File: src/rtl/uart_pkg.sv
// ---------------------------------------------------------------------------
// uart_pkg
// Definitions shared by the UART transmitter and receiver.
//   uart_state_t        : frame state encoding (IDLE/START/DATA/STOP)
//   OVERSAMPLE_DEFAULT  : baud_tick pulses per bit period
//   frameTicks()        : ticks in one frame for a given frame format
//   FRAME_TICKS_DEFAULT : ticks in one 8N1 frame at the default oversample
// ---------------------------------------------------------------------------
package uart_pkg;

   typedef enum logic [1:0] {
      IDLE  = 2'd0,
      START = 2'd1,
      DATA  = 2'd2,
      STOP  = 2'd3
   } uart_state_t;

   localparam int OVERSAMPLE_DEFAULT = 16;
   localparam int DATA_BITS_DEFAULT  = 8;
   localparam int STOP_BITS_DEFAULT  = 1;

   // One start bit, the payload and the stop bits, each OVERSAMPLE ticks long
   function automatic int frameTicks(input int dataBits, input int stopBits, input int oversample);
      return (1 + dataBits + stopBits) * oversample;
   endfunction

   localparam int FRAME_TICKS_DEFAULT =
      frameTicks(DATA_BITS_DEFAULT, STOP_BITS_DEFAULT, OVERSAMPLE_DEFAULT);

endpackage

File: src/rtl/uart_bit_timer.sv
// ---------------------------------------------------------------------------
// uart_bit_timer
// Counts baud_tick pulses modulo OVERSAMPLE and flags the tick that closes a
// bit period. Shared by the transmitter and the receiver.
// Ports:
//   clk       : clock, rising edge
//   rst       : synchronous active-high reset
//   i_clear   : synchronous clear; holds the count at 0 and masks bit_end
//   i_tick    : one-clk baud_tick strobe
//   o_bit_end : high in the cycle whose tick is the last of a bit period
// ---------------------------------------------------------------------------
module uart_bit_timer
   import uart_pkg::*;
#(
   parameter int OVERSAMPLE = OVERSAMPLE_DEFAULT
) (
   input  logic clk,
   input  logic rst,
   input  logic i_clear,
   input  logic i_tick,
   output logic o_bit_end
);

   localparam int CW = (OVERSAMPLE > 1) ? $clog2(OVERSAMPLE) : 1;
   localparam logic [CW-1:0] LAST_TICK = CW'(OVERSAMPLE - 1);

   logic [CW-1:0] r_count;

   // The bit ends on the tick that would wrap the counter back to zero
   assign o_bit_end = i_tick && !i_clear && (r_count == LAST_TICK);

   // Tick counter: only baud_tick cycles advance it, so gaps between ticks
   // simply hold the current position within the bit
   always_ff @(posedge clk) begin
      if (rst || i_clear) begin
         r_count <= '0;
      end else if (i_tick) begin
         if (r_count == LAST_TICK) begin
            r_count <= '0;
         end else begin
            r_count <= r_count + 1'b1;
         end
      end
   end

endmodule

File: src/rtl/uart_tx.sv
// ---------------------------------------------------------------------------
// uart_tx
// UART transmitter: takes a byte over a valid/ready handshake and sends one
// frame (start bit 0, DATA_BITS data bits MSB first, STOP_BITS stop bits 1)
// timed by the shared 16x baud_tick strobe.
// Ports:
//   clk         : clock, rising edge
//   rst         : synchronous active-high reset; aborts any frame in flight
//   i_baud_tick : one-clk strobe at OVERSAMPLE x baud rate
//   i_in_valid  : i_in_data holds a byte to send
//   i_in_data   : byte to send, bit DATA_BITS-1 first
//   o_in_ready  : byte can be accepted this cycle
//   o_tx        : registered serial line, idles high
//   o_busy      : frame in progress
//   o_done      : one-cycle pulse in the first IDLE cycle after a frame
// ---------------------------------------------------------------------------
module uart_tx
   import uart_pkg::*;
#(
   parameter int DATA_BITS  = DATA_BITS_DEFAULT,
   parameter int STOP_BITS  = STOP_BITS_DEFAULT,
   parameter int OVERSAMPLE = OVERSAMPLE_DEFAULT
) (
   input  logic                 clk,
   input  logic                 rst,
   input  logic                 i_baud_tick,
   input  logic                 i_in_valid,
   input  logic [DATA_BITS-1:0] i_in_data,
   output logic                 o_in_ready,
   output logic                 o_tx,
   output logic                 o_busy,
   output logic                 o_done
);

   // Bit counter is shared between the data bits and the stop bits
   localparam int BW = $clog2(DATA_BITS + 1);
   localparam logic [BW-1:0] LAST_DATA = BW'(DATA_BITS - 1);
   localparam logic [BW-1:0] LAST_STOP = BW'(STOP_BITS - 1);

   uart_state_t          r_state;
   uart_state_t          w_nextState;
   logic [DATA_BITS-1:0] r_shiftReg;
   logic [DATA_BITS-1:0] w_shiftNext;
   logic [BW-1:0]        r_bitCount;
   logic [BW-1:0]        w_bitCountNext;
   logic                 r_tx;
   logic                 r_done;
   logic                 w_txNext;
   logic                 w_doneNext;
   logic                 w_bitEnd;
   logic                 w_timerClear;
   logic                 w_accept;
   logic                 w_frameEnd;

   // Timer is held at zero in IDLE, so a tick in the accepting cycle is not
   // counted and the start bit always gets a full OVERSAMPLE ticks
   assign w_timerClear = (r_state == IDLE);

   uart_bit_timer #(
      .OVERSAMPLE(OVERSAMPLE)
   ) u_bitTimer (
      .clk      (clk),
      .rst      (rst),
      .i_clear  (w_timerClear),
      .i_tick   (i_baud_tick),
      .o_bit_end(w_bitEnd)
   );

   assign w_accept   = (r_state == IDLE) && i_in_valid;
   assign w_frameEnd = (r_state == STOP) && w_bitEnd && (r_bitCount == LAST_STOP);

   // State register
   always_ff @(posedge clk) begin
      if (rst) begin
         r_state <= IDLE;
      end else begin
         r_state <= w_nextState;
      end
   end

   // Next-state logic: every transition happens on a bit boundary except the
   // handshake that leaves IDLE
   always_comb begin
      w_nextState = r_state;
      case (r_state)
         IDLE:  if (w_accept) w_nextState = START;
         START: if (w_bitEnd) w_nextState = DATA;
         DATA:  if (w_bitEnd && (r_bitCount == LAST_DATA)) w_nextState = STOP;
         STOP:  if (w_frameEnd) w_nextState = IDLE;
         default: w_nextState = IDLE;
      endcase
   end

   // Output logic; tx and done are computed one cycle ahead from the next
   // state so that the registered versions line up with that state
   always_comb begin
      o_in_ready = (r_state == IDLE) && !rst;
      o_busy     = (r_state != IDLE);
      w_doneNext = w_frameEnd;
      w_txNext   = 1'b1;
      case (w_nextState)
         IDLE:  w_txNext = 1'b1;
         START: w_txNext = 1'b0;
         DATA:  w_txNext = w_shiftNext[DATA_BITS-1];
         STOP:  w_txNext = 1'b1;
         default: w_txNext = 1'b1;
      endcase
   end

   // Shift register and bit counter next values; the payload leaves MSB
   // first, so the register shifts left at every data bit boundary
   always_comb begin
      w_shiftNext    = r_shiftReg;
      w_bitCountNext = r_bitCount;
      case (r_state)
         IDLE: begin
            w_bitCountNext = '0;
            if (w_accept) w_shiftNext = i_in_data;
         end
         DATA: begin
            if (w_bitEnd) begin
               w_shiftNext    = {r_shiftReg[DATA_BITS-2:0], 1'b0};
               w_bitCountNext = (r_bitCount == LAST_DATA) ? '0 : r_bitCount + 1'b1;
            end
         end
         STOP: begin
            if (w_bitEnd) begin
               w_bitCountNext = (r_bitCount == LAST_STOP) ? '0 : r_bitCount + 1'b1;
            end
         end
         default: begin
         end
      endcase
   end

   // Datapath and output registers; reset drops the frame immediately
   always_ff @(posedge clk) begin
      if (rst) begin
         r_shiftReg <= '0;
         r_bitCount <= '0;
         r_tx       <= 1'b1;
         r_done     <= 1'b0;
      end else begin
         r_shiftReg <= w_shiftNext;
         r_bitCount <= w_bitCountNext;
         r_tx       <= w_txNext;
         r_done     <= w_doneNext;
      end
   end

   assign o_tx   = r_tx;
   assign o_done = r_done;

endmodule

File: config.mk
export PLATFORM = sky130hd
export DESIGN_NAME = uart_tx
export DESIGN_NICKNAME = d
export VERILOG_FILES = /design/src/rtl/uart_pkg.sv /design/src/rtl/uart_bit_timer.sv /design/src/rtl/uart_tx.sv
export SDC_FILE = /design/constraint.sdc
export NUM_CORES = 1
export LEC_CHECK = 0
export CAP_MARGIN = 20
export CORE_MARGIN = 3
export CORE_UTILIZATION = 30
export CTS_CLUSTER_SIZE = 10
export DETAILED_ROUTE_END_ITERATION = 10
export PLACE_DENSITY = 0.52
export SLEW_MARGIN = 20
export SYNTH_ARGS = -nofsm -noshare
export SYNTH_HDL_FRONTEND = slang
export SYNTH_SLANG_ARGS = --single-unit
File: constraint.sdc
create_clock -name clk -period 1.7 [get_ports clk]
set_input_delay 0.255 -clock clk [delete_from_list [all_inputs] [get_ports clk]]
set_output_delay 0.255 -clock clk [all_outputs]
set_load 0.02 [all_outputs]
# Word-level counts from Yosys, hierarchy flattened
# Index checks and enable logic that the tools add are counted.
[word_totals] regBits=20 latchBits=0 ramBits=0 romBits=0 in_bits=12 elab_cells=54 memories=0
[op_classes] add_sub_neg=2 n_mul=0 n_div=0 order_cmp=0 n_eq_ne=11 shifts=0 n_mux=15 bitwise_logic=0 reduce_logical=19
[op_table] cell="$mux W4" count=5
[op_table] cell="$mux W8" count=2
[op_table] cell="$pmux W8 S2" count=1
[op_table] cell="$pmux W4 S3" count=1
[op_table] cell="$add A4 B1 Y4 const B" count=2
[op_table] cell="$eq A2 B2 Y1 const B" count=4
[op_table] cell="$mux W2" count=4
[op_table] cell="$pmux W2 S4" count=1
[op_table] cell="$logic_and A1 B1 Y1" count=7
[op_table] cell="$ne A2 B2 Y1 const B" count=3
[op_table] cell="$reduce_and A3 Y1" count=2
[op_table] cell="$eq A2 B1 Y1 const B" count=2
[op_table] cell="$eq A4 B3 Y1 const B" count=1
[op_table] cell="$eq A4 B4 Y1 const B" count=1
[op_table] cell="$logic_not A2 Y1" count=2
[op_table] cell="$logic_not A4 Y1" count=1
[op_table] cell="$reduce_bool A2 Y1" count=2
[op_table] cell="$pmux W1 S3" count=1
[op_table] cell="$reduce_bool A3 Y1" count=1
[op_table] cell="$logic_not A1 Y1" count=2
[op_table] cell="$reduce_or A2 Y1" count=1
[op_table] cell="$logic_or A1 B1 Y1" count=1

# Longest topological paths before layout
# Gate-level depths: netlist of the first run.
[logic_depth] word_depth=11 mapped_depth=7 mapped_depth_nobuf=7

# By module
# Synthesis of the first run repeated with hierarchy kept, for this count alone.
[unflattened] cells_unflattened=132 hier_area_um2=1108.6
[by_module_without_submodules] module="uart_tx" instances=1 cells_each=113 area_per_inst_um2=927.1 seq_area_each_um2=320.3
[by_module_without_submodules] module="uart_bit_timer" instances=1 cells_each=19 area_per_inst_um2=181.4 seq_area_each_um2=80.1

# Worst setup path after synthesis of the first run
# OpenSTA, ideal clock, no wires.
[synth_path] path_kind="flip-flop to flip-flop" start="reg r_bitCount[0]" end="reg r_tx, in the netlist o_tx" setup_ns=0.122 t_arrival_ns=1.413 t_required_ns=1.578 slack_ns=0.165 stages_incl_launch_ff=8 path_buffers=0 synth_period_minus_slack_ns=1.535 path_cell_list="dfxtp_1 > inv_1 > ha_1 > nor3b_1 > o32ai_2 > a221oi_2 > nor4b_2 > o21bai_1"
[synth_between] elab_chain_len=7 elab_cells_between_ends=13 classes_between="eq/ne: 4; mux: 4; reduce/logical: 5"
[synth_lines] item="from (decl)" line_no="uart_tx.sv:44" text="logic [BW-1:0] r_bitCount;"
[synth_lines] item="from (signal assigned)" line_no="uart_tx.sv:145" text="r_bitCount <= w_bitCountNext;"
[synth_lines] item="$eq A4 B3 Y1 / $logic_not A4 Y1 (equally long branches)" line_no="uart_tx.sv:88, uart_tx.sv:70"
[synth_lines] item="$logic_and A1 B1 Y1 (on tied branches)" line_no="uart_tx.sv:88, uart_tx.sv:70"
[synth_lines] item="$mux W2 (on tied branches)" line_no="uart_tx.sv:88, uart_tx.sv:89"
[synth_lines] item="$pmux W2 S4 *" line_no="uart_tx.sv:85" text="case (r_state)"
[synth_lines] item="$eq A2 B2 Y1 / $logic_not A2 Y1 (equally long branches)" line_no="uart_tx.sv:101" text="case (w_nextState)"
[synth_lines] item="$reduce_or A2 Y1 (no line)"
[synth_lines] item="$pmux W1 S3 *" line_no="uart_tx.sv:101"
[synth_lines] item="to (signal assigned)" line_no="uart_tx.sv:146" text="r_tx <= w_txNext;"
[synth_lines] item="to (decl)" line_no="uart_tx.sv:46" text="logic r_tx;"
# Every way passes the cells marked *; elsewhere a longest branch is shown, timed or not.
# A chain may end at the register's enable or synchronous reset.

# Final worst setup path of the first run
[layout_path] start="reg u_bitTimer.r_count[0]" end="reg r_tx, in the netlist o_tx"
[layout_between] elab_chain_len=9 elab_cells_between_ends=17 classes_between="eq/ne: 4; mux: 7; reduce/logical: 6"
[layout_lines] item="from (decl)" line_no="uart_bit_timer.sv:27" text="logic [CW-1:0] r_count;"
[layout_lines] item="from (signal assigned)" line_no="uart_bit_timer.sv:41" text="r_count <= r_count + 1'b1;"
[layout_lines] item="$eq A4 B4 Y1 *" line_no="uart_bit_timer.sv:30" text="assign o_bit_end = i_tick && !i_clear && (r_count == LAST_TICK);"
[layout_lines] item="$logic_and A1 B1 Y1 *" line_no="uart_bit_timer.sv:30"
[layout_lines] item="$logic_and A1 B1 Y1 (2 in a row)" line_no="uart_tx.sv:70" text="assign w_frameEnd = (r_state == STOP) && w_bitEnd && (r_bitCount == LAST_STOP);"
[layout_lines] item="$mux W2" line_no="uart_tx.sv:89" text="STOP: if (w_frameEnd) w_nextState = IDLE;"
[layout_lines] item="$pmux W2 S4" line_no="uart_tx.sv:85"
[layout_lines] item="$eq A2 B2 Y1 / $logic_not A2 Y1 (equally long branches)" line_no="uart_tx.sv:101"
[layout_lines] item="$reduce_or A2 Y1 (no line)"
[layout_lines] item="$pmux W1 S3 *" line_no="uart_tx.sv:101"
# Every way passes the cells marked *; elsewhere a longest branch is shown, timed or not. The select of a mux whose other input is x is not followed.

==> metrics, run 1 <==
Seq/Total Area, Yosys=39.5%; Worst Skew=0.00185 ns; wire length per cell=12.4 um; Util after Layout=between 40% and 50%; post-synthesis register bit count=20; GRT Overall Usage=between 10% and 20%; largest net degree at the start of global routing=18; hold buffers post-CTS=0; clk sinks=20; die height=64.1 um; Syn Nets=131; core footprint=0.00313 sq mm; root buffer cell=clkbuf_4; synth-to-layout area growth=37.3%; total gr overflow=0; relative slew slack=74.6%; initial antenna violation count=0; Tcrit/Tclk final=96.0%; Yosys warning total=0; FP Rows=20; Worst-path clk slew=between 0.1 and 0.15 ns; Worst Hold End=r_shiftReg[2]; number of synthesized flops with an enable pin=0; Worst EP required=1.95 ns; setup tns final=0 ns; LEAKAGE=0.525 nW; worst skew pair latency=0.30 ns; Hold Path Stages=2; ys async rst share=0%; cells on worst reg2reg path=6; hold wc startpoint=r_shiftReg[2]; CTS tree=yes; Inserted Clock Buffers=3; Port Buffers=15; Fmax=613 MHz; main flop type after synthesis=dfxtp_1; Max Buffers Root-to-Sink=2; Ports=16; run status=finished, final reports clean; min-delay worst type=register to register; vias in the first global route=872; post-DP HPWL=1710 um; Max Slew Vio Count=0; number of fill cells=between 300 and 400; fin crit period=1.63 ns; Die Width=64.1 um; # setup viols final=0; Die ar.=~0.0041 sq mm; share of post-route cells with drive strength above 1=25.2%; Hold WS=0.464 ns; largest fanout on the critical path=5; first-pass GRT wire length=~3700 um; Crit. End Element=register; H-tree depth=1; reported max-cap violation count=0; Power Density=about 760 mW/mm^2; syn avg cell area=8.74 sq um; Mapped Area=0.00101 sq mm; Vias=914; R2R Path Start=u_bitTimer.r_count[0]; vias per cell=4.89; Mapped Cells=116; CP arrival=1.88 ns; Final Hold Fails=0; global placement routability congestion=0.785; Ant. Diodes=0; peak supply drop=0.407 mV; r2r setup slk=0.07 ns; element type at the critical path start=register; DRC Markers=0; Least-Margin Pin Slew=0.379 ns; DRT iter0 DRCs=29; initial core utilization=approximately 32%; Layout Nets=159; Unique masters post-synth=38; WL final=between 2000 and 2500 um; ANT nets after route=0; kind of critical path=register to register; Detailed Routing Iterations Pass 1=4; Critical R2R Capture=o_tx
==> worst max-delay path: stages (launching register included) <==
cell	delay, ns
dfxtp_1	0.40
ha_2	0.26
nand4_4	0.17
o32ai_4	0.35
a221oi_4	0.10
nor4b_2	0.16
o21bai_1	0.13
==> layer usage <==
metal	vias to the layer above	global-route usage [%]	part of all wire (%)
li1	464	-	-
met1	431	13.4	42
met2	17	20.5	53
met3	2	4.39	3.8
met4	0	1.58	0.56
met5	-	0	0
==> registers in the layout, indices dropped and copies added (netlist names) <==
signal / cells
r_bitCount: 4
u_bitTimer.r_count: 4
r_state: 2
r_shiftReg: 8
o_done: 1
o_tx: 1
==> synth_stat cells (2+ instances only) <==
library cell   n  area (sq um)
ha_1           3          37.5
nand3_1        2          10.0
nor3_1         3          15.0
nand2_1       15          56.3
xnor2_1        2          17.5
inv_1          5          18.8
a21oi_1       11          55.1
xor2_1         3          26.3
buf_6          2          22.5
nor2_1        15          56.3
dfxtp_1       20           400
clkbuf_1       2          7.51
nor3b_1        2          15.0
nand4_1        2          12.5
a22oi_1        6          45.0
==> cell type report <==
class                   instances  area [sq um]  area share, %
multi-input cells              86           618           44.4
flip-flops and latches         20           402           28.9
repair buffers                 28           245           17.6
well taps                      44          55.1           3.96
clock inverters                 1          30.0           2.16
clock buffers                   3          22.5           1.62
inverters                       5          18.8           1.35
==> repair_timing <==
action | 4_1_cts | 5_1_grt
setup buffers | 0 | 2
gates resized for setup | 3 | 11
pin swaps | 0 | 4
setup endpoints to repair | 3 | 4
hold endpoints to repair | 0 | 0
cloned | 0 | 1
==> through the flow <==
stage | cells | setup slack, ns | area, sq um | power, W
final | 187 | 0.0682 | 1390 | 0.00106
after floorplan | 116 | 0.165 | 1010 | 0.000604
after CTS | 184 | 0.0305 | 1310 | 0.00107
after global routing | 187 | -0.00280 | 1390 | 0.00112
after global placement | 180 | -0.0755 | 1260 | 0.000668
after detailed placement | 180 | -0.125 | 1260 | 0.000671
==> layout by cell type, fill, tap and decap left out, types with 2 or more instances in the layout <==
cell type / count
a21oi_1: 11
a22oi_1: 6
buf_4: 13
clkbuf_4: 3
clkdlybuf4s50_1: 13
dfxtp_1: 19
dlygate4sd2_1: 2
ha_2: 2
inv_1: 3
inv_2: 2
nand2_1: 14
nand2_2: 2
nand3_1: 2
nand4_1: 2
nor2_1: 15
nor3_1: 3
xnor2_1: 2
xor2_1: 3
==> logic make-up (layout without fill, tap and decap cells) <==
family,after synthesis,after routing,share of synthesized area (%)
simple gates,49,50,26.4
compound gates,27,27,19.0
flops,20,20,39.5
buf+inv,11,37,6.05
xor+xnor,5,5,4.32
fa+ha+maj,3,3,3.70
mux,1,1,0.988
==> how the worst max path moves through the flow <==
stage,from,end,slack [ns],cells past startpoint
floorplan,r_bitCount[0],o_tx,0.17,7
global placement,i_baud_tick,o_tx,-0.08,5
detailed placement,i_baud_tick,o_tx,-0.12,6
CTS,u_bitTimer.r_count[0],o_tx,0.03,6
global route,u_bitTimer.r_count[0],o_tx,-0.003,6
finish,u_bitTimer.r_count[0],o_tx,0.07,6
==> where the power goes <==
group	switching [W]	internal, W
sequential	0.0000121	0.000487
clock	0.000155	0.000238
combinational	0.0000814	0.0000871
total	0.000248	0.000813
No activity file was read; power rests on OpenSTA's default activity.
==> run 2, diff against run 1 <==
TNS_END_PERCENT = 10   (was unset)
==> results of run 2 <==
The final DEF is identical to that of run 1; final timing and power are the same.
==> run 3, diff against run 2 <==
PLACE_DENSITY = 0.51   (was 0.52)
SYNTH_HIERARCHICAL = 1   (was unset)
==> run 3 against run 2 <==
- the run now ends with setup timing left
- sequential share of layout area down 2.7 points
- final area up 11%
- critical endpoint unchanged
- clock skew up 0.0057 ns
- highest routed layer unchanged
==> metrics, run 3 <==
Mapped Area=0.00111 sq mm; Yosys warning total=6; Inserted Clock Buffers=3; hold wc startpoint=r_shiftReg[4]; placed cell area=0.00146 sq mm; Max Slew Vio Count=0; FP Rows=21; largest registers=r_shiftReg: 8 flops, r_bitCount: 4 flops, u_bitTimer/r_count: 4 flops; Max Buffers Root-to-Sink=2; wire length per cell=13.3 um; hold buffers post-CTS=0; largest register by flop count=r_shiftReg; WL final=~2800 um; post-DP HPWL=2000 um; die height=about 67 um; main flop type after synthesis=dfxtp_1; H-tree depth=1; post-synthesis register bit count=20; Ports=16; top cells by area, synth=dfxtp_1 36%, o21ai_0 6.8%, ha_1 5.6%, a21oi_1 5.0%, and3b_1 4.7%; Worst-path clk slew=about 0.080 ns; min-delay worst type=register to register; Tcrit/Tclk final=119%; Fmax=495 MHz; cell with the most instances after synthesis=dfxtp_1; Die Width=66.8 um; GRT Overall Usage=between 10% and 20%; run status=finished with violations; # setup viols final=3; DRC Markers=0; initial antenna violation count=0; Synth area leader=dfxtp_1; total gr overflow=0; Crit. End Element=register; root buffer cell=clkbuf_8; Worst Skew=0.00754 ns; core footprint=0.00344 sq mm; global placement routability congestion=between 0.7 and 0.8; Hold Path Stages=2; ANT nets after route=0; ys async rst share=0%; Cell Count Post-Placement=207; fin crit period=just over 2 ns; final total power=0.00102 W; Die ar.=about 0.0045 sq mm; CP arrival=about 2.2 ns; setup slack after layout=-0.322 ns; cells on worst reg2reg path=11; number of fill cells=roughly 360; Final Hold Fails=0; most frequent cells in the layout=20 x buf_4, 18 x dfxtp_1, 13 x o21ai_0, 13 x clkdlybuf4s50_1, 11 x a21oi_1; CP startpoint=u_bitTimer/r_count[0]; Port Buffers=15; failing checks=setup timing; cell area after layout=0.00155 sq mm; Unique masters post-synth=39; clk sinks=20; Hold WS=0.483 ns; CTS tree=yes; Power Density=656 mW/mm^2; max reg flops=8; largest fanout on the critical path=3; Layout Nets=approximately 180; largest net degree at the start of global routing=25; most frequent cells after synthesis=20 x dfxtp_1, 15 x o21ai_0, 11 x a21oi_1; Seq/Total Area, Yosys=36.1%; peak supply drop=0.273 mV; Vias=1,070; postcts setup bufs=0; number of synthesized flops with an enable pin=0; Ant. Diodes=0; Syn Nets=~150; LEAKAGE=0.633 nW; vias in the first global route=just over 1,000; synth-to-layout area growth=39.8%; kind of critical path=register to register; first-pass GRT wire length=4750 um; initial core utilization=32.2%; area share of the largest cell type after synthesis=36.1%; element type at the critical path start=register; worst skew pair latency=about 0.26 ns; reported max-cap violation count=0; syn avg cell area=8.40 sq um; commonest non-fill, non-tap cell in the layout=buf_4; Worst EP required=1.90 ns; setup tns final=-0.409 ns; Final Non-Filler Cells=211; DRT iter0 DRCs=35; Mapped Cells=about 130; R2R Path Start=u_bitTimer/r_count[0]; vias per cell=5.07; Least-Margin Pin Slew=0.361 ns; relative slew slack=75.6%; share of post-route cells with drive strength above 1=21.8%; unrepaired setup endpoints after global routing=yes; Detailed Routing Iterations Pass 1=4
==> run 3: changes by cell type after synthesis, sizes merged, moves of 4 or more <==
cell and delta:
nand2 -12, a22oi -6, o21ai +14, and3 +6
nor2 -4, and3b +6
==> run 3: cell families (layout without fill, tap and decap cells) <==
logic type / count (synthesis) / after routing / share of synthesized area, %
adders and majority gates: 5 / 5 / 5.64
AOI/OAI and AO/OA: 38 / 38 / 20.5
DFF: 20 / 20 / 36.1
xor gates and xnor gates: 3 / 3 / 2.37
buffers and inverters: 12 / 45 / 4.18
and+or+nand+nor: 52 / 52 / 29.3
muxes: 2 / 2 / 1.81
==> run 3: layout make-up <==
type	instances	area [sq um]	area share (%)
timing repair buffer	35	299	19.3
inverter	6	22.5	1.45
sequential	20	405	26.2
multi-input combinational	100	711	45.8
clock buffer	4	55.1	3.55
tap	46	57.6	3.71
==> run 3: per-stage QoR <==
stage          worst slack, ns  utilization, %
2_1_floorplan           -0.256               -
3_3_place_gp            -0.545            42.4
3_5_place_dp            -0.627            42.4
4_1_cts                 -0.318            44.6
5_1_grt                 -0.450            45.0
6_report                -0.322            45.0
==> run 3: worst max-delay path: stages (launching register included) <==
cell,delay (ns)
dfxtp_4,0.38
ha_4,0.12
nand4_1,0.13
nor2_2,0.17
buf_4,0.14
nand3b_1,0.08
a211oi_2,0.25
nor2_1,0.08
ha_1,0.30
nor2_1,0.04
o21a_1,0.16
a31oi_1,0.12
==> run 3: per-layer routing <==
layer	GRT usage, %	routed length [um]	up-vias
li1	-	-	543
met1	17.7	1320	511
met2	23.6	1380	14
met3	1.52	80	2
met4	6.09	14	0
met5	0	0	-
==> run 3: final timing paths <==
path	end	slack [ns]
min reg2reg	r_shiftReg[4]	0.48
max	o_tx	-0.32
min	r_shiftReg[4]	0.48
max reg2reg	o_tx	-0.32
==> run 3: what timing repair did <==
action	4_1_cts	5_1_grt
setup endpoints to repair	6	13
gates resized for setup	6	5
pin swaps	1	0
cloned	0	0
==> run 3: power by group <==
| group | internal, W | switching [W] | total [W] |
|---|---|---|---|
| Sequential | 0.000485 | 0.00000853 | 0.000493 |
| Clock | 0.000206 | 0.000163 | 0.000369 |
| Combinational | 0.0000806 | 0.0000739 | 0.000154 |
==> patch 1, RTL diff (settings of run 1) <==
Re-encode `uart_state_t` (4 states) as one-hot, 4 bits wide.
--- a/src/rtl/uart_pkg.sv
+++ b/src/rtl/uart_pkg.sv
@@ -9,9 +9,9 @@
 package uart_pkg;
 
-   typedef enum logic [1:0] {
-      IDLE  = 2'd0,
-      START = 2'd1,
-      DATA  = 2'd2,
-      STOP  = 2'd3
+   typedef enum logic [3:0] {
+      IDLE  = 4'b0001,
+      START = 4'b0010,
+      DATA  = 4'b0100,
+      STOP  = 4'b1000
    } uart_state_t;
 
Formal check against the unedited RTL: same outputs for any inputs over 10 cycles, from zero or initial values and one cycle with rst high; not proved beyond that.
==> patch 1 against run 1 <==
- sequential power rose by 13%
- worst setup slack improved by 0.0040 ns
- first-iteration DRC count rose to 2.6 times the old value
- wire length rose by 16%
- sequential cell count rose by 2
- cell area rose by 9.5%
- synthesized area rose by 9.1%
- power rose by 14%
- critical endpoint unchanged
- largest power group unchanged
==> patch 1: results (changes against run 1) <==
metric,value,unit,change
ys_dominant_reg_cell,dfxtp_1,,
first_pass_iters,4,,unchanged
crit_family,simple AND/OR/NAND/NOR gates,,
yosysWarnings,0,,unchanged
n_fill_cell,349,,+3.9%
holdCritPathClass,reg2reg,,
synthTopCellsByArea,"dfxtp_1, a21oi_1, a22oi_1",,
top_layer,met4,,
cts-root-buf,clkbuf_8,,
route.met3.wl,145,µm,+67%
rrSetupSlack,0.07,ns,
timing.rr.start,r_state[1]$_SDFF_PP0_,,
antenna_found_initial,0,,unchanged
skew,0.00376,ns,+0.00190 ns
ff2ff_path_depth,5,,-1
regToRegEndpoint,o_tx$_SDFF_PP1_,,
grt_pass1_vias,1059,,+21%
fin_nets,178,,+12%
ir_drop,0.463,mV,+14%
gr-usage-all-layers,13.3,%,+1.8 points
synth_seq_area_share,39.8,%,+0.31 points
routabilityCongestion,0.812,,+3.5%
diodes,0,,unchanged
port_buffers,15,,unchanged
met2_length,1250,µm,+0.97%
wirelength_met1,1250,µm,+27%
drive_above_1_share,23.5,%,-1.7 points
clock_latency,0.26,ns,-0.04 ns
min_to,r_shiftReg[5]$_SDFFE_PP0P_,,
cts_setup_buffers,0,,unchanged
worstHoldStart,r_shiftReg[5]$_SDFFE_PP0P_,,
clkSlewWorstSetupHoldPaths,0.07,ns,-0.05 ns
clk_path_buf_depth,2,,unchanged
cts_made_buffers,3,,unchanged
grt_max_degree,14,,-4
async_flop_share,0,%,unchanged
synth_commonest_cells,"dfxtp_1, a21oi_1, nand2_1",,
detailed_place_hpwl,2080,µm,+21%
hold_depth,2,,unchanged
pre_cts_slack,-0.0996,ns,+0.0251 ns
critical-path-max-stage-delay,0.57,ns,+0.17 ns
largest_reg_flops,8,,unchanged
vias,1049,,+15%
regMostFlops,r_shiftReg,,
h-tree-depth,1,,unchanged
cpMaxStageDelayCell,or4b_4,,
leakage,0.577,nW,+10%
drt-initial-drc-count,74,,+160%
synthDistinctLibCells,36,,-5.3%
status,"finished, final reports clean",,
post_drt_wl_per_cell,13.0,µm,+4.6%
placed_area,1460,µm²,+16%
syn_nets,142,,+8.4%
crit_fanout,8,,+3
slew_headroom,70.4,%,-4.2 points
grt_pass1_wl,4600,µm,+23%
-- patch 1: worst max-delay path by stage --
| stage | startpoint | endpoint | slack [ns] | cells after the start |
|---|---|---|---|---|
| floorplan | u_bitTimer.r_count[0]$_SDFFE_PP0P_ | o_tx$_SDFF_PP1_ | 0.02 | 6 |
| global placement | i_baud_tick | r_shiftReg[1]$_SDFFE_PP0P_ | -0.05 | 5 |
| detailed placement | i_baud_tick | o_tx$_SDFF_PP1_ | -0.1 | 5 |
| CTS | u_bitTimer.r_count[0]$_SDFFE_PP0P_ | o_tx$_SDFF_PP1_ | 0.01 | 5 |
| global route | r_bitCount[0]$_SDFFE_PP0P_ | o_tx$_SDFF_PP1_ | -0.02 | 6 |
| finish | r_state[1]$_SDFF_PP0_ | o_tx$_SDFF_PP1_ | 0.07 | 5 |
-- patch 1: repair_timing --
item	in CTS	in global routing
setup endpoints to repair	2	11
gates resized for setup	3	12
pin swaps	0	3
-- patch 1: power breakdown --
part           total, mW  internal (mW)  switching, mW
clock network      0.366          0.206          0.160
logic              0.277          0.138          0.139
registers          0.564          0.546         0.0184
total               1.21          0.890          0.317
-- patch 1: kinds of logic (layout without fill, tap and decap cells) --
| group | count (synthesis) | count (layout) | share of synthesized area, % |
|---|---|---|---|
| AO/OA/AOI/OAI | 34 | 34 | 20.0 |
| XOR/XNOR | 4 | 4 | 3.17 |
| adder cells (fa/ha/maj) | 3 | 3 | 3.39 |
| buffers and inverters | 10 | 45 | 3.73 |
| flip-flops | 22 | 22 | 39.8 |
| multiplexers | 1 | 1 | 0.905 |
| AND/OR/NAND/NOR | 53 | 53 | 29.0 |
-- patch 1: cell type report --
cell class                      count  area [µm²]  share of cell area [%]
Sequential cell                    22         443                    29.1
Multi-Input combinational cell     95         648                    42.5
Inverter                            5        18.8                    1.23
Clock buffer                        4        55.1                    3.61
Tap cell                           46        57.6                    3.78
Timing Repair Buffer               36         302                    19.8
-- patch 1: through the flow --
stage	instances	hold WS, ns
CTS	209	0.458
detailed placement	205	0.447
finish	208	0.455
global route	208	0.485
global placement	205	0.444
floorplan	127	0.324
-- patch 1: tightest hold or removal path, stage by stage (launching register included) --
cell and delay (ns):
dfxtp_1 0.31, nand2_1 0.05, a21oi_1 0.05
-- patch 1: per-layer routing --
layer / track usage, % / up-vias
met4: 4.31 / 0
met5: 0 / -
li1: - / 533
met3: 4.22 / 7
met2: 22.0 / 28
met1: 16.2 / 481
==> patch 2, RTL diff (flow settings as in run 1) <==
Without the edit above. `DATA_BITS_DEFAULT`: 8 -> 16.
--- a/src/rtl/uart_pkg.sv
+++ b/src/rtl/uart_pkg.sv
@@ -17,5 +17,5 @@
 
    localparam int OVERSAMPLE_DEFAULT = 16;
-   localparam int DATA_BITS_DEFAULT  = 8;
+   localparam int DATA_BITS_DEFAULT  = 16;
    localparam int STOP_BITS_DEFAULT  = 1;
 
Ports: changed (resized i_in_data); port bits go from 16 to 24. The function was not compared with the original's and may differ.
==> patch 2 against run 1 <==
- sequential share of layout area up 1.9 points
- combinational power up 21%
- cell area up 37%
- worst setup slack better by 0.012 ns
- synthesized area up 37%
- sequential cell count up 9
- power up 38%
- non-clock buffer count up 11
- wire length up 37%
- die area up 34%
- clock skew up 0.0069 ns
- via count up 39%
- final cell count up 33%
- largest cell class unchanged
- highest routed layer unchanged
==> patch 2: results (changes against run 1) <==
metric,value,unit,change
status,"finished, final reports clean",,
cpMaxStageDelayCell,or3b_4,,
gr-usage-met3,5.27,%,+0.88 points
post_drt_wl_per_cell,12.8,µm,+3.0%
met2_length,1600,µm,+30%
crit_arrival,1.83,ns,-0.05 ns
ys_seq_elements,29,,+45%
synth_seq_area_share,41.7,%,+2.2 points
skew,0.00880,ns,+0.00694 ns
synthDistinctLibCells,43,,+13%
inv_count,8,,+3
detailed_place_hpwl,2290,µm,+34%
die_w,74.1,µm,+16%
pre_cts_slack,-0.110,ns,+0.0149 ns
crit_family,simple AND/OR/NAND/NOR gates,,
timing.rr.start,r_bitCount[0]$_SDFFE_PP0P_,,
comb.multi_input.count,113,,+31%
cts-root-buf,clkbuf_8,,
clkSlewWorstSetupHoldPaths,0.06,ns,-0.06 ns
placed_area,1760,µm²,+40%
crit_fanout,4,,-1
critical-path-max-stage-delay,0.44,ns,+0.04 ns
vias_per_cell,5.10,,+4.3%
worstHoldStart,r_shiftReg[8]$_SDFFE_PP0P_,,
cts_resized,6,,+3
leakage,0.691,nW,+32%
gr-usage-all-layers,12.9,%,+1.3 points
clock_power_share,36.8,%,-0.3 points
-- patch 2: cell count changes in the layout (fill, tap and decap cells not counted), moves of 3 or more --
| cell | delta |
|---|---|
| a21oi_1 | +9 |
| dfxtp_1 | +8 |
| nor2_2 | +3 |
| clkbuf_4 | -3 |
| nand2_1 | +5 |
| clkbuf_8 | +5 |
| inv_1 | +3 |
| a22oi_1 | +8 |
| clkdlybuf4s50_1 | +8 |
-- patch 2: final timing paths --
check,endpoint,cells past startpoint,slack (ns)
worst max-delay path,r_bitCount[0]$_SDFFE_PP0P_,7,0.08
worst min-delay path,r_shiftReg[8]$_SDFFE_PP0P_,2,0.45
worst max register to register,r_bitCount[0]$_SDFFE_PP0P_,7,0.08
worst min register to register,r_shiftReg[8]$_SDFFE_PP0P_,2,0.45
-- patch 2: tightest hold or removal path: cells and delay by family (launching register included) --
kind            cells  cell delay, ns
flops               1            0.31
simple gates        1            0.05
compound gates      1            0.05
